### config.mk
export PLATFORM = sky130hd
export DESIGN_NAME = alu_sequencer
export DESIGN_NICKNAME = d
export VERILOG_FILES = /design/src/rtl/alu_sequencer.sv
export SDC_FILE = /design/constraint.sdc
export NUM_CORES = 1
export LEC_CHECK = 0
export BUFFER_PORTS_ARGS = -buffer_cell sky130_fd_sc_hd__buf_2
export CORE_MARGIN = 2
export CORE_UTILIZATION = 45
export CTS_CLUSTER_SIZE = 16
export DETAILED_ROUTE_END_ITERATION = 16
export GPL_ROUTABILITY_DRIVEN = 1
export PLACE_DENSITY = 0.76
export SYNTH_ARGS = -nofsm -noshare
export SYNTH_HDL_FRONTEND = slang
export SYNTH_SLANG_ARGS = --single-unit
### constraint.sdc
create_clock -name clock -period 2.2 [get_ports clock]
set_input_delay 0.66 -clock clock [delete_from_list [all_inputs] [get_ports clock]]
set_output_delay 0.66 -clock clock [all_outputs]
set_load 0.05 [all_outputs]
### src/rtl/alu_sequencer.sv
`default_nettype none
// ============================================================================
//  Module      : alu_sequencer
//  Description : Initiator side of the ALU interface. Takes one request at a
//                time, drives the ALU selects and, after the registered ALU
//                result arrives, returns it on a valid/ready response port.
//                SLE/SGE are built from two passes (LT/GT then EQ, OR-ed);
//                SNE is an inverted EQ.
//  Revision    : 1.0  initial release
// ============================================================================
module alu_sequencer #(
   parameter int DATA_WIDTH = 16,
   parameter int OP_WIDTH   = 4
) (
   input  logic                  clock,
   input  logic                  reset,
   input  logic                  req_valid,
   output logic                  req_ready,
   input  logic [OP_WIDTH-1:0]   req_op,
   input  logic                  req_srca,
   input  logic [1:0]            req_srcb,
   output logic                  SrcA,
   output logic [1:0]            SrcB,
   output logic [OP_WIDTH-1:0]   AluOp,
   input  logic [DATA_WIDTH-1:0] alu_out,
   input  logic                  alu_overflow,
   output logic                  rsp_valid,
   input  logic                  rsp_ready,
   output logic [DATA_WIDTH-1:0] rsp_data,
   output logic                  rsp_overflow,
   output logic                  rsp_illegal
);

   localparam logic [OP_WIDTH-1:0] c_OP_IDLE = OP_WIDTH'(0);
   localparam logic [OP_WIDTH-1:0] c_OP_SLT  = OP_WIDTH'(4);
   localparam logic [OP_WIDTH-1:0] c_OP_SGT  = OP_WIDTH'(5);
   localparam logic [OP_WIDTH-1:0] c_OP_SEQ  = OP_WIDTH'(6);
   localparam logic [OP_WIDTH-1:0] c_OP_SLE  = OP_WIDTH'(10);
   localparam logic [OP_WIDTH-1:0] c_OP_SGE  = OP_WIDTH'(11);
   localparam logic [OP_WIDTH-1:0] c_OP_SNE  = OP_WIDTH'(12);

   typedef enum logic [2:0] {
      S_IDLE    = 3'd0,
      S_ISSUE   = 3'd1,
      S_ISSUE2  = 3'd2,
      S_CAPTURE = 3'd3,
      S_RESP    = 3'd4
   } state_t;

   state_t                r_state;
   state_t                w_state_nxt;
   logic [OP_WIDTH-1:0]   r_op;
   logic                  r_srca;
   logic [1:0]            r_srcb;
   logic                  r_tmp;
   logic [DATA_WIDTH-1:0] r_rsp_data;
   logic                  r_rsp_overflow;
   logic                  r_rsp_illegal;

   logic                  w_accept;
   logic                  w_req_illegal;
   logic                  w_compound;
   logic [OP_WIDTH-1:0]   w_pass1_op;

   // Ops above SNE have no meaning; they are answered immediately as illegal.
   assign w_req_illegal = (req_op > c_OP_SNE);
   assign w_accept      = req_valid & req_ready;
   assign w_compound    = (r_op == c_OP_SLE) || (r_op == c_OP_SGE);

   // First ALU pass opcode: compound compares map onto native compare ops.
   always_comb begin
      w_pass1_op = r_op;
      case (r_op)
         c_OP_SLE: w_pass1_op = c_OP_SLT;
         c_OP_SGE: w_pass1_op = c_OP_SGT;
         c_OP_SNE: w_pass1_op = c_OP_SEQ;
         default:  w_pass1_op = r_op;
      endcase
   end

   // State register; reset from any state aborts the operation in flight.
   always_ff @(posedge clock) begin
      if (reset) r_state <= S_IDLE;
      else       r_state <= w_state_nxt;
   end

   // Request latch, first-pass bit and response registers.
   always_ff @(posedge clock) begin
      if (reset) begin
         r_op           <= c_OP_IDLE;
         r_srca         <= 1'b0;
         r_srcb         <= 2'b00;
         r_tmp          <= 1'b0;
         r_rsp_data     <= '0;
         r_rsp_overflow <= 1'b0;
         r_rsp_illegal  <= 1'b0;
      end else begin
         if (w_accept) begin
            r_op           <= req_op;
            r_srca         <= req_srca;
            r_srcb         <= req_srcb;
            r_rsp_data     <= '0;
            r_rsp_overflow <= 1'b0;
            r_rsp_illegal  <= w_req_illegal;
         end
         if (r_state == S_ISSUE2) begin
            r_tmp <= alu_out[0];
         end
         if (r_state == S_CAPTURE) begin
            if (w_compound) begin
               r_rsp_data     <= {{(DATA_WIDTH-1){1'b0}}, r_tmp | alu_out[0]};
               r_rsp_overflow <= 1'b0;
            end else if (r_op == c_OP_SNE) begin
               r_rsp_data     <= {{(DATA_WIDTH-1){1'b0}}, ~alu_out[0]};
               r_rsp_overflow <= 1'b0;
            end else begin
               r_rsp_data     <= alu_out;
               r_rsp_overflow <= alu_overflow;
            end
         end
      end
   end

   // Next-state and select/handshake outputs; reset forces idle outputs.
   always_comb begin
      w_state_nxt = r_state;
      req_ready   = 1'b0;
      rsp_valid   = 1'b0;
      SrcA        = 1'b0;
      SrcB        = 2'b00;
      AluOp       = c_OP_IDLE;
      case (r_state)
         S_IDLE: begin
            req_ready = 1'b1;
            if (req_valid) w_state_nxt = w_req_illegal ? S_RESP : S_ISSUE;
         end
         S_ISSUE: begin
            SrcA        = r_srca;
            SrcB        = r_srcb;
            AluOp       = w_pass1_op;
            w_state_nxt = w_compound ? S_ISSUE2 : S_CAPTURE;
         end
         S_ISSUE2: begin
            SrcA        = r_srca;
            SrcB        = r_srcb;
            AluOp       = c_OP_SEQ;
            w_state_nxt = S_CAPTURE;
         end
         S_CAPTURE: begin
            SrcA        = r_srca;
            SrcB        = r_srcb;
            AluOp       = w_compound ? c_OP_SEQ : w_pass1_op;
            w_state_nxt = S_RESP;
         end
         S_RESP: begin
            rsp_valid = 1'b1;
            if (rsp_ready) w_state_nxt = S_IDLE;
         end
         default: w_state_nxt = S_IDLE;
      endcase
      if (reset) begin
         req_ready = 1'b0;
         rsp_valid = 1'b0;
         SrcA      = 1'b0;
         SrcB      = 2'b00;
         AluOp     = c_OP_IDLE;
      end
   end

   assign rsp_data     = r_rsp_data;
   assign rsp_overflow = r_rsp_overflow;
   assign rsp_illegal  = r_rsp_illegal;

endmodule
`default_nettype wire
==> flow_summary.yaml <==
placed_design:
  io_buffers: 54
  post-place-ws_ns: -0.0664
  dpl.cell_count: 202
  dpl_cell_area_sq_um: 1620
  place_congestion: 0.831
  hpwl_mm: 2.19
worst_setup_path:
  r2r_start: "r_state[1]"
  critPathMaxFanout: 4
  critical_path.slowest_cell: "dfxtp_1"
  path_delay_family: "simple AND/OR/NAND/NOR gates"
  setup.worst_path.start: "r_op[1]"
  critPathArrivalTime_ns: 1.48
  start_kind: "register"
  path_cells: "nor2b_4 -> o21ai_4 -> and4_1 -> buf_4"
  cp.required_ns: 1.54
  cp_num_buf_inv: 1
  cpPeakStageDelay_ns: 0.43
  setup.worst_path.end_class: "output pin"
  path_class: "reg -> out"
layout:
  fin_cells: 211
  area_delta_synth_final_pct: 37.1
  fin_nets: 207
  stdcell_area_sq_um: 1740
  antennaDiodeCount: 0
  drive_gt1_share_pct: 54.4
  postLayoutCoreUtil_pct: 64.2
global_route:
  grt_overflow_total: 0
  grt_pass1_vias: 1049
  grt_max_degree: 18
  grt_usage_pct: 18.5
  grt_first_pass_wirelength_mm: 4.62
  antenna_found_initial: 0
logic_synthesis:
  synth_xor_area_share_pct: 0.690
  syn-cell-area_sq_um: 1270
  synth-edff-count: 0
  synth_compound_area_share_pct: 24.5
  muxShareOfSynthArea_pct: 6.02
  synth-seq-cells: 29
  synth_seq_area_share_pct: 45.8
  synth_top_area_share_pct: 45.8
  synthAdderAreaFrac_pct: 0
  syn-num-nets: 145
  synth_cell_types: 42
  synth_top_cell_by_area: "dfxtp_1"
  ys_warn_count: 0
  synth-simple-area-share_pct: 17.4
  async_flop_share_pct: 0
  syn_inst: 117
  synthFlopType: "dfxtp_1"
  syn_area_per_cell_sq_um: 10.8
  synth_top_family_by_area: "compound AO/OA/AOI/OAI gates"
  synth_area_leaders: "dfxtp_1, a32o_1, mux2_2"
route:
  via_per_inst: 5.59
  drt_first_iter_violations: 71
  wl_per_cell_um: 14.1
  firstDrtPassIters: 4
  drc: 0
  ant_nets: 0
  wl_mm: 2.98
  dr_total_vias: 1179
power_and_ir_drop:
  peakVddDrop_v: 0.000649
  pwr_density_cell_nw_per_um2: 1010
  power_mw: 1.76
  p_leak_nw: 0.777
timing:
  report.final.slew_viol_count: 0
  worstMarginPinSlew_ns: 0.491
  final.setup.tns_ns: 0
  fin_crit_ns: 2.14
  setup_viol_count_final: 0
  finalCritPeriodShare_pct: 97.5
  finalClockSkew_ns: 0.00819
  slew_headroom_pct: 67.3
  grt_setup_unrepaired: "true"
  whs_ns: 0.469
  finalWorstSetupSlack_ns: 0.0556
  finalHoldViolations: 0
  clock.fmax_mhz: 466
floorplanning:
  num_rows: 19
  start_util_pct: 46.8
  die_x_um: 57.1
  die_h_um: 57.1
  ios: 55
  core-area_sq_um: 2710
  dieArea_sq_um: 3260
cts:
  clock-sinks: 29
  cts_made_buffers: 5
  cts.clk_slew.worst_paths_ns: 0.09
  root_buffer: "clkbuf_4"
  clkLatencyLatePin_ns: 0.33
  clock_path_buffers: 2
  cts_tree: "yes"
  htree_levels: 2
worst_hold_path:
  min_path_type: "reg -> reg"
  min_from: "rsp_data[13]"
flow_run:
  cap_violations: 0
outcome:
  status: "completed"
==> state kept, by name, summed over array words and instances (netlist names) <==
name / cells
r_tmp: 1
r_srca: 1
r_state: 3
r_srcb: 2
rsp_data: 16
rsp_illegal: 1
rsp_overflow: 1
r_op: 4
==> worst paths after layout <==
kind,endpoint,slack [ns],cells past startpoint
max,AluOp[3],0.06,4
min,rsp_data[13],0.47,1
max reg2reg,r_op[0],0.68,4
min reg2reg,rsp_data[13],0.47,1
==> cells in the final DEF, fill, tap and decap left out, drive strengths merged, types with 3 or more instances in the layout <==
cell,count
nor2b,6
nor3b,3
inv,3
buf,63
mux2,5
a32o,17
a21oi,3
dfxtp,29
nor2,4
and3,4
clkbuf,7
==> Yosys cell counts, types with 3 or more instances <==
library cell	count
and3_1	3
dfxtp_1	29
nor2b_1	6
clkbuf_1	5
mux2_2	5
a32o_1	17
a21oi_1	3
inv_1	3
nor2_1	4
==> power by group <==
group,total [mW],leakage (nW),switching (mW),internal (mW)
sequential,0.701,0.237,0.0865,0.614
combinational,0.754,0.509,0.462,0.292
clock,0.307,0.0310,0.187,0.120
total,1.76,0.777,0.736,1.03
==> final cells by class <==
type | count | area [sq um]
clock buffers | 5 | 37.5
clock inverters | 3 | 17.5
fillers | 231 | 971
inverters | 3 | 11.3
multi-input cells | 75 | 668
flip-flops and latches | 29 | 587
well taps | 31 | 38.8
repair buffers | 65 | 379
==> per-layer routing <==
metal / vias up / share of wire, % / global-route usage (%)
li1: 578 / - / -
met1: 555 / 42 / 21.7
met2: 41 / 48 / 30.9
met3: 5 / 7.8 / 6.80
met4: 0 / 1.3 / 6.98
met5: - / 0 / 0
==> kinds of logic after synthesis <==
family / Yosys count
compound gates: 34
simple gates: 33
flops: 29
buf+inv: 13
mux: 7
xor+xnor: 1
==> what timing repair did <==
action,in CTS,in global routing
endpoints found under the setup margin,6,9
pin swaps,0,1
hold buffers,0,0
resized for setup,10,14
setup buffers,0,1
Note: power is estimated with default switching activity, not from simulation.
